==> src/rtl/gray_pkg.sv <==
// gray_pkg: shared Gray-code conversions, range helper and step operation type
package gray_pkg;
  typedef enum logic [1:0] {OP_HOLD, OP_LOAD, OP_UP, OP_DN} op_e;
  function automatic logic [31:0] max_val(input int w);
    return w >= 32 ? '1 : (32'd1 << w) - 32'd1;
  endfunction
  function automatic logic [31:0] bin2gray(input logic [31:0] b);
    return b ^ (b >> 1);
  endfunction
  function automatic logic [31:0] gray2bin(input logic [31:0] g);
    logic [31:0] b;
    b[31] = g[31];
    for (int i = 30; i >= 0; i--) b[i] = b[i+1] ^ g[i];
    return b;
  endfunction
endpackage

==> src/rtl/gray_counter_if.sv <==
// gray_counter_if: control and count bundle between a counter user and the counter
interface gray_counter_if #(
  parameter int WIDTH = 4
);
  logic en;
  logic up_dn;
  logic load;
  logic [WIDTH-1:0] load_val;
  logic load_is_gray;
  logic [WIDTH-1:0] bin_o;
  logic [WIDTH-1:0] gray_o;
  logic tc;
  logic wrap_pulse;
  modport master (
    output en, up_dn, load, load_val, load_is_gray,
    input bin_o, gray_o, tc, wrap_pulse
  );
  modport slave (
    input en, up_dn, load, load_val, load_is_gray,
    output bin_o, gray_o, tc, wrap_pulse
  );
endinterface

==> src/rtl/gray_codec.sv <==
// gray_codec: combinational binary-to-Gray encode and Gray-to-binary decode
module gray_codec
  import gray_pkg::*;
#(
  parameter int WIDTH = 4
) (
  input  logic [WIDTH-1:0] i_bin,
  input  logic [WIDTH-1:0] i_gray,
  output logic [WIDTH-1:0] o_gray,
  output logic [WIDTH-1:0] o_bin
);
  // both directions are pure bit-wise XOR networks on the zero-extended value
  always_comb begin
    o_gray = WIDTH'(bin2gray(32'(i_bin)));
    o_bin  = WIDTH'(gray2bin(32'(i_gray)));
  end
endmodule

==> src/rtl/gray_counter.sv <==
// gray_counter: registered up/down Gray counter with binary/Gray load, wrap or saturate
module gray_counter
  import gray_pkg::*;
#(
  parameter int WIDTH     = 4,
  parameter int WRAP      = 1,
  parameter int RESET_VAL = 0
) (
  input logic clk,
  input logic rst_n,
  gray_counter_if.slave bus
);
  localparam logic [WIDTH-1:0] MAX      = WIDTH'(max_val(WIDTH));
  localparam logic [WIDTH-1:0] RST_BIN  = WIDTH'(RESET_VAL);
  localparam logic [WIDTH-1:0] RST_GRAY = WIDTH'(bin2gray(32'(RESET_VAL)));
  localparam bit WRAP_EN = (WRAP != 0);
  logic [WIDTH-1:0] r_bin, r_gray;
  logic r_wrap;
  logic [WIDTH-1:0] w_ld_bin, w_ld_gray, w_step, w_step_gray, w_cur, w_next_bin, w_next_gray;
  logic w_at_end, w_wrap;
  op_e w_op;
  gray_codec #(.WIDTH(WIDTH)) u_ld (
    .i_bin(bus.load_val), .i_gray(bus.load_val), .o_gray(w_ld_gray), .o_bin(w_ld_bin)
  );
  gray_codec #(.WIDTH(WIDTH)) u_out (
    .i_bin(w_step), .i_gray(r_gray), .o_gray(w_step_gray), .o_bin(w_cur)
  );
  // select the operation and build next binary/Gray values; a saturated end holds
  always_comb begin
    w_op = bus.load ? OP_LOAD : !bus.en ? OP_HOLD : bus.up_dn ? OP_UP : OP_DN;
    w_at_end = bus.up_dn ? (r_bin == MAX) : (r_bin == '0);
    w_wrap = (w_op == OP_UP || w_op == OP_DN) && w_at_end && WRAP_EN;
    w_step = (w_at_end && !WRAP_EN) ? r_bin : bus.up_dn ? r_bin + 1'b1 : r_bin - 1'b1;
    w_next_bin = w_op == OP_LOAD ? (bus.load_is_gray ? w_ld_bin : bus.load_val) :
                 w_op == OP_HOLD ? r_bin : w_step;
    w_next_gray = w_op == OP_LOAD ? (bus.load_is_gray ? bus.load_val : w_ld_gray) :
                  w_op == OP_HOLD ? r_gray : w_step_gray;
  end
  // state registers: reset beats load beats count; wrap flag lasts one cycle
  always_ff @(posedge clk) begin
    if (!rst_n) begin
      r_bin  <= RST_BIN;
      r_gray <= RST_GRAY;
      r_wrap <= 1'b0;
    end else begin
      r_bin  <= w_next_bin;
      r_gray <= w_next_gray;
      r_wrap <= w_wrap;
    end
  end
  assign bus.bin_o      = r_bin;
  assign bus.gray_o     = r_gray;
  assign bus.wrap_pulse = r_wrap;
  assign bus.tc         = bus.up_dn ? (w_cur == MAX) : (w_cur == '0);
endmodule

==> src/flat_wrapper.sv <==
// flat-port wrapper written by rule: the top's interface ports become plain ports
module gray_counter_flat import gray_pkg::*;
#(
  parameter int WIDTH     = 4,
  parameter int WRAP      = 1,
  parameter int RESET_VAL = 0
)
  (clk, rst_n, bus_en, bus_up_dn, bus_load, bus_load_val, bus_load_is_gray, bus_bin_o, bus_gray_o, bus_tc, bus_wrap_pulse);
  gray_counter_if #(.WIDTH(WIDTH)) bus_i ();
  input logic clk;
  input logic rst_n;
  input wire logic [$bits(bus_i.en)-1:0] bus_en;
  input wire logic [$bits(bus_i.up_dn)-1:0] bus_up_dn;
  input wire logic [$bits(bus_i.load)-1:0] bus_load;
  input wire logic [$bits(bus_i.load_val)-1:0] bus_load_val;
  input wire logic [$bits(bus_i.load_is_gray)-1:0] bus_load_is_gray;
  output wire logic [$bits(bus_i.bin_o)-1:0] bus_bin_o;
  output wire logic [$bits(bus_i.gray_o)-1:0] bus_gray_o;
  output wire logic [$bits(bus_i.tc)-1:0] bus_tc;
  output wire logic [$bits(bus_i.wrap_pulse)-1:0] bus_wrap_pulse;
  assign bus_i.en = bus_en;
  assign bus_i.up_dn = bus_up_dn;
  assign bus_i.load = bus_load;
  assign bus_i.load_val = bus_load_val;
  assign bus_i.load_is_gray = bus_load_is_gray;
  assign bus_bin_o = bus_i.bin_o;
  assign bus_gray_o = bus_i.gray_o;
  assign bus_tc = bus_i.tc;
  assign bus_wrap_pulse = bus_i.wrap_pulse;
  gray_counter #(.WIDTH(WIDTH), .WRAP(WRAP), .RESET_VAL(RESET_VAL)) u_core (.clk(clk), .rst_n(rst_n), .bus(bus_i));
endmodule
==> config.mk <==
export PLATFORM = sky130hd
export DESIGN_NAME = gray_counter_flat
export DESIGN_NICKNAME = d
export VERILOG_FILES = /design/src/rtl/gray_pkg.sv /design/src/rtl/gray_counter_if.sv /design/src/rtl/gray_codec.sv /design/src/rtl/gray_counter.sv /design/src/flat_wrapper.sv
export SDC_FILE = /design/constraint.sdc
export NUM_CORES = 1
export LEC_CHECK = 0
export ABC_CLOCK_PERIOD_IN_PS = 1450
export CAP_MARGIN = 0
export CORE_MARGIN = 1.5
export CORE_UTILIZATION = 25
export CTS_BUF_LIST = sky130_fd_sc_hd__clkbuf_2 sky130_fd_sc_hd__clkbuf_4 sky130_fd_sc_hd__clkbuf_8
export DETAILED_ROUTE_END_ITERATION = 10
export GPL_TIMING_DRIVEN = 0
export SLEW_MARGIN = 0
export SYNTH_ARGS = -nofsm -noshare
export SYNTH_HDL_FRONTEND = slang
export SYNTH_SLANG_ARGS = --single-unit
==> constraint.sdc <==
create_clock -name clk -period 1.45 [get_ports clk]
set_input_delay 0.145 -clock clk [delete_from_list [all_inputs] [get_ports clk]]
set_output_delay 0.145 -clock clk [all_outputs]
set_load 0.01 [all_outputs]
Word-level counts from Yosys, hierarchy flattened
Cells that the tools add are included.
Widths: inputs -> output; s select.
Storage, ports and cells
  register bits: 9
  latch bits: 0
  memory bits (writable): 0
  bits in read-only memories: 0
  input port bits: 10
  logic and storage cells: 36
  memories: 0
Operators by class
  add/sub/neg operators: 2
  multiply operators: 0
  divide/modulo/power cells: 0
  magnitude comparators: 0
  eq/ne operators: 6
  shift operators: 0
  muxes and demuxes: 12
  bitwise gates (word level): 8
  reductions and logical operators: 5
Operators with widths (count)
  $mux 4: 6
  $eq 4x4->1 const B: 2
  $logic_not 4->1: 2
  $xor 4x3->4: 2
  $xor 1x1->1: 6
  $add 4x1->4 const B: 1
  $eq 2x2->1 const B: 2
  $mux 2: 2
  $sub 4x1->4 const B: 1
  $mux 1: 3
  $mux 3: 1
  $eq 2x1->1 const B: 1
  $logic_not 2->1: 1
  $ne 2x1->1 const B: 1
  $logic_and 1x1->1: 1
  $logic_or 1x1->1: 1

Logic depth before layout (Yosys ltp)
  depth after elaboration: 6
  depth in mapped cells: 6
  depth with buffers taken out: 6

Hierarchy
From an unflattened synthesis, not the netlist that was laid out.
Second synthesis, totals
  cells, all modules: 86
  area, all modules: 792.0 µm²
By module, submodules not included
  gray_counter: instances 1, cells an instance 68, area each 624.3 µm², sequential area each 180.2 µm²
  gray_codec: instances 2, cells an instance 9, area each 83.8 µm², sequential area each 0.0 µm²

Worst setup path after synthesis
No wires, ideal clock.
  kind: reg-to-reg
  start point: reg u_core.r_bin[0] (netlist: u_core.bus.bin_o[0])
  end point: reg u_core.r_gray[1] (netlist: u_core.bus.gray_o[1])
  data arrival time: 1551 ps
  setup slack: -197 ps
  stages on the path, launching flop included: 6
  path through: dfxtp_1 -> fa_1 -> xnor2_1 -> xnor2_1 -> nand2_1 -> a221oi_1
Between the ends
  word-level cells in the longest chain between the ends: 5
  elaborated cells between the ends (all ways): 6
  classes of those cells: add/sub (2); mux (3); bitwise (1)
Ends and longest elaborated chain
  start, declared: RTL line gray_counter.sv:17  | logic [WIDTH-1:0] r_bin, r_gray;
  start signal, assigned: RTL line gray_counter.sv:46  | r_bin <= w_next_bin;
  $sub 4x1->4 or $add 4x1->4 (tied branches): RTL line gray_counter.sv:33  | w_step = (w_at_end && !WRAP_EN) ? r_bin : bus.up_dn ? r_bin + 1'b1 : r_bin - 1'b1;
  $mux 4 (*): RTL line gray_counter.sv:33
  $xor 4x3->4 (*): RTL line gray_pkg.sv:8  | return b ^ (b >> 1);
  $mux 4 (*): RTL line gray_counter.sv:37  | w_op == OP_HOLD ? r_gray : w_step_gray;
  $mux 4 (*): RTL line gray_counter.sv:36  | w_next_gray = w_op == OP_LOAD ? (bus.load_is_gray ? bus.load_val : w_ld_gray) :
  end signal, assigned: RTL line gray_counter.sv:47  | r_gray <= w_next_gray;
  end, declared: RTL line gray_counter.sv:17
Every way passes the cells marked *; elsewhere a longest branch is shown, timed or not. The select of a mux whose other input is x is not followed.
A chain may end at the register's enable or synchronous reset.

==> results by group <==
Final layout
  – Share of layout cells above drive strength 1: 0.290
  – Antenna fix cells: 0
  – Fin nets: ~120
  – Count of non-filler cells in the finished layout: 137
  – Synth-to-layout area growth: 57.5%

Yosys
  – Seq/Total Area, Yosys: 0.244
  – Mux cell area share after synthesis: 0
  – Post-Synth Adder-Cell Area: 0.107
  – Compound-Gate Fraction of Synth Area: 0.187
  – Post-synth EDFFs: 0
  – XOR/XNOR share of the synthesized area: 0.250
  – Largest family of logic cells by synthesized area: XOR/XNOR gates
  – Post-Syn Area: ~660 µm²
  – Seq cells post-synth: 8
  – Syn Nets: 94
  – Prevailing post-synth register cell: dfxtp_1
  – Synth unique cells: 26
  – Synth Area in Simple Gates: 0.152
  – Syn avg cell area: 8.31 µm²
  – Yosys warnings: 0
  – Post-synth ARST share: 0
  – Post-Synthesis Cells: 79

Floorplan
  – I/O pin count: 20
  – Die area: about 2900 µm²
  – Die width: ~54 µm
  – Core ar.: roughly 2500 µm²
  – Starting Density: 0.265
  – Chip height: 54.3 µm
  – Row Count: 18

Pwr
  – Pwr dens: 932 nW/µm²
  – Peak supply drop: between 500 and 600 µV
  – P_leak: 0.429 nW

STA
  – Final hold vios: 0
  – Final Setup Violations: 4
  – Max Fclk: around 0.63 GHz
  – PnR worst setup slack: -0.149 ns
  – Worst slew pin tran: 0.461 ns
  – Worst rel slew slack: 0.692
  – Slew Limit Fails: 0
  – RSZ-0062 raised after global routing: yes
  – Fin crit share: 1.10
  – Fin crit period: roughly 1.6 ns
  – Final hold slack: 0.249 ns
  – Final Skew: roughly 0.014 ns

Global routing
  – Number of global-route vias before repair: ~590
  – Initial antenna violation count: 0
  – First-pass GRT wire length: 2.55 mm
  – Largest net degree at the start of global routing: 11
  – Total Routing Usage GR: 0.126
  – Gr ovfl total: 0

Run
  – Max cap viols: 0

Clocking
  – Htree depth: 1
  – Post-CTS Hold Fix Bufs: 0
  – CTS Root Cell: clkbuf_4
  – CTS Buffer Depth: 2
  – Clock Sinks: 8
  – Worst-Skew Late Latency: approximately 0.27 ns
  – Clk pin slew, worst setup/hold paths: 0.07 ns
  – CTS tree: done
  – TritonCTS Buffers: 3

Detailed routing
  – Detail Route Antenna Nets: 0
  – Via-to-Cell Ratio: between 4 and 5
  – Post-DR wirelength/cell: 12.4 µm
  – First-pass iteration count of the detailed router: 2
  – Residual DRC: 0
  – Post-Route WL: 1.70 mm
  – Via count: ~660
  – First DRT Iteration DRCs: 3

Placement
  – Inst Count DP: between 100 and 150
  – Input/output buffers: 17
  – Gpl congestion: between 0.7 and 0.8

Run status
  – Outcome: finished, violations left
  – Failing checks: negative setup slack

Critical path
  – Crit-path cells: inv_4, ha_4, xnor2_2, nor2_1, a31oi_1, nor2_1, buf_2
  – FF-to-FF Start: u_core.bus.bin_o[1]
  – Slowest stage delay, CP: 0.36 ns
  – CP Class: reg -> out
  – Critical path depth: 7
  – Critical path buffers and inverters: 2
  – Critical path's slowest cell: dfxtp_4
  – Worst reg2reg path depth: 5
  – CP arrival: 1.45 ns
  – Worst R2R Setup Slack: -0.08 ns
  – Most used cell, CP: nor2_1
  – Crit. End Element: primary output
  – Worst flop-to-flop path endpoint: u_core.bus.gray_o[0]
  – CP Max Fanout: 2
  – Crit path required time: 1.31 ns
  – Setup crit start kind: flip-flop
  – Worst path top cell family by delay: flip-flops

Worst hold path
  – Hold Path Stages: 3
  – HP Start: bus_en
  – WHS Endpoint: u_core.bus.gray_o[1]
  – HP Class: in -> reg
==> cell usage in the layout, fill, tap and decap left out, types with 4 or more instances in the layout <==
master and instances:
xnor2_1 7, nand2_1 5, xor2_1 7, clkbuf_4 4, nor2_1 5, clkdlybuf4s50_1 13
buf_4 7, a211oi_1 5, a21oi_1 6
==> state kept, by name (all words and copies together), names as in the netlist <==
signal / flops
u_core.bus.bin_o: 4
u_core.bus.wrap_pulse: 1
u_core.bus.gray_o: 3
==> repair_timing <==
item,in CTS,in global routing
setup endpoints to repair,8,8
resized for setup,22,3
setup buffers,7,0
pin swaps,8,3
==> per-stage QoR <==
step                      total power [mW]  area [µm²]  utilization  TNS (ns)  setup slack (ns)
final                                0.964        1030        0.418    -0.308            -0.149
after global routing                  1.02        1030        0.418    -0.616            -0.244
after CTS                            0.958        1030        0.415    -0.309            -0.132
after detailed placement             0.643         882        0.356     -4.03            -0.655
after global placement               0.634         882        0.356     -3.79            -0.626
after floorplan                      0.513         674            -         0           0.00457
==> how the worst max path moves through the flow <==
stage / from / end / slack [ns]
CTS: u_core.bus.bin_o[3] / bus_tc / -0.13
global placement: bus_up_dn / u_core.bus.gray_o[1] / -0.63
detailed placement: bus_up_dn / u_core.bus.gray_o[2] / -0.66
global route: u_core.bus.bin_o[3] / bus_tc / -0.24
finish: u_core.bus.bin_o[3] / bus_tc / -0.15
floorplan: u_core.bus.bin_o[1] / u_core.bus.gray_o[0] / 0.005
==> synthesized netlist by cell type, types with 2 or more instances <==
master | n | area [µm²]
nor2_1 | 5 | 18.8
buf_2 | 2 | 10.0
xor2_1 | 7 | 61.3
ha_1 | 4 | 50.1
dfxtp_1 | 8 | 160
nand3_1 | 2 | 10.0
a21oi_1 | 7 | 35.0
nor2b_1 | 3 | 18.8
nor3_1 | 3 | 15.0
nand2_1 | 5 | 18.8
xnor2_1 | 9 | 78.8
a211oi_1 | 6 | 45.0
inv_1 | 5 | 18.8
==> per-layer routing <==
layer / vias to the layer above / part of all wire / GRT usage
li1: 326 / - / -
met4: 0 / 0.011 / 0.0375
met1: 312 / 0.45 / 0.143
met3: 5 / 0.057 / 0.0519
met5: - / 0 / 0
met2: 15 / 0.48 / 0.213
==> cell type report <==
class / instances / area, µm²
Inverter: 5 / 23.8
Fill cell: 264 / 1440
Sequential cell: 8 / 174
Tap cell: 30 / 37.5
Timing Repair Buffer: 24 / 223
Buffer: 4 / 21.3
Clock buffer: 4 / 30.0
Multi-Input combinational cell: 62 / 526
==> power by group <==
part	total (mW)	leakage, nW	switching (mW)	internal (mW)
logic	0.467	0.342	0.205	0.262
registers	0.275	0.0687	0.0285	0.246
clock network	0.222	0.0184	0.0973	0.125
total	0.964	0.429	0.331	0.633
==> tightest hold or removal path, cell delays in order <==
cell      delay (ns)
buf_2           0.16
nand2_1         0.09
a221oi_2        0.05
==> logic make-up (layout without fill, tap and decap cells) <==
kind of cell | count (synthesis) | count (layout)
DFF | 8 | 8
xor gates and xnor gates | 17 | 17
AOI/OAI and AO/OA | 19 | 19
and+or+nand+nor | 21 | 21
adders and majority gates | 5 | 5
buffers and inverters | 9 | 37
Power figures use the tool's default switching activity.
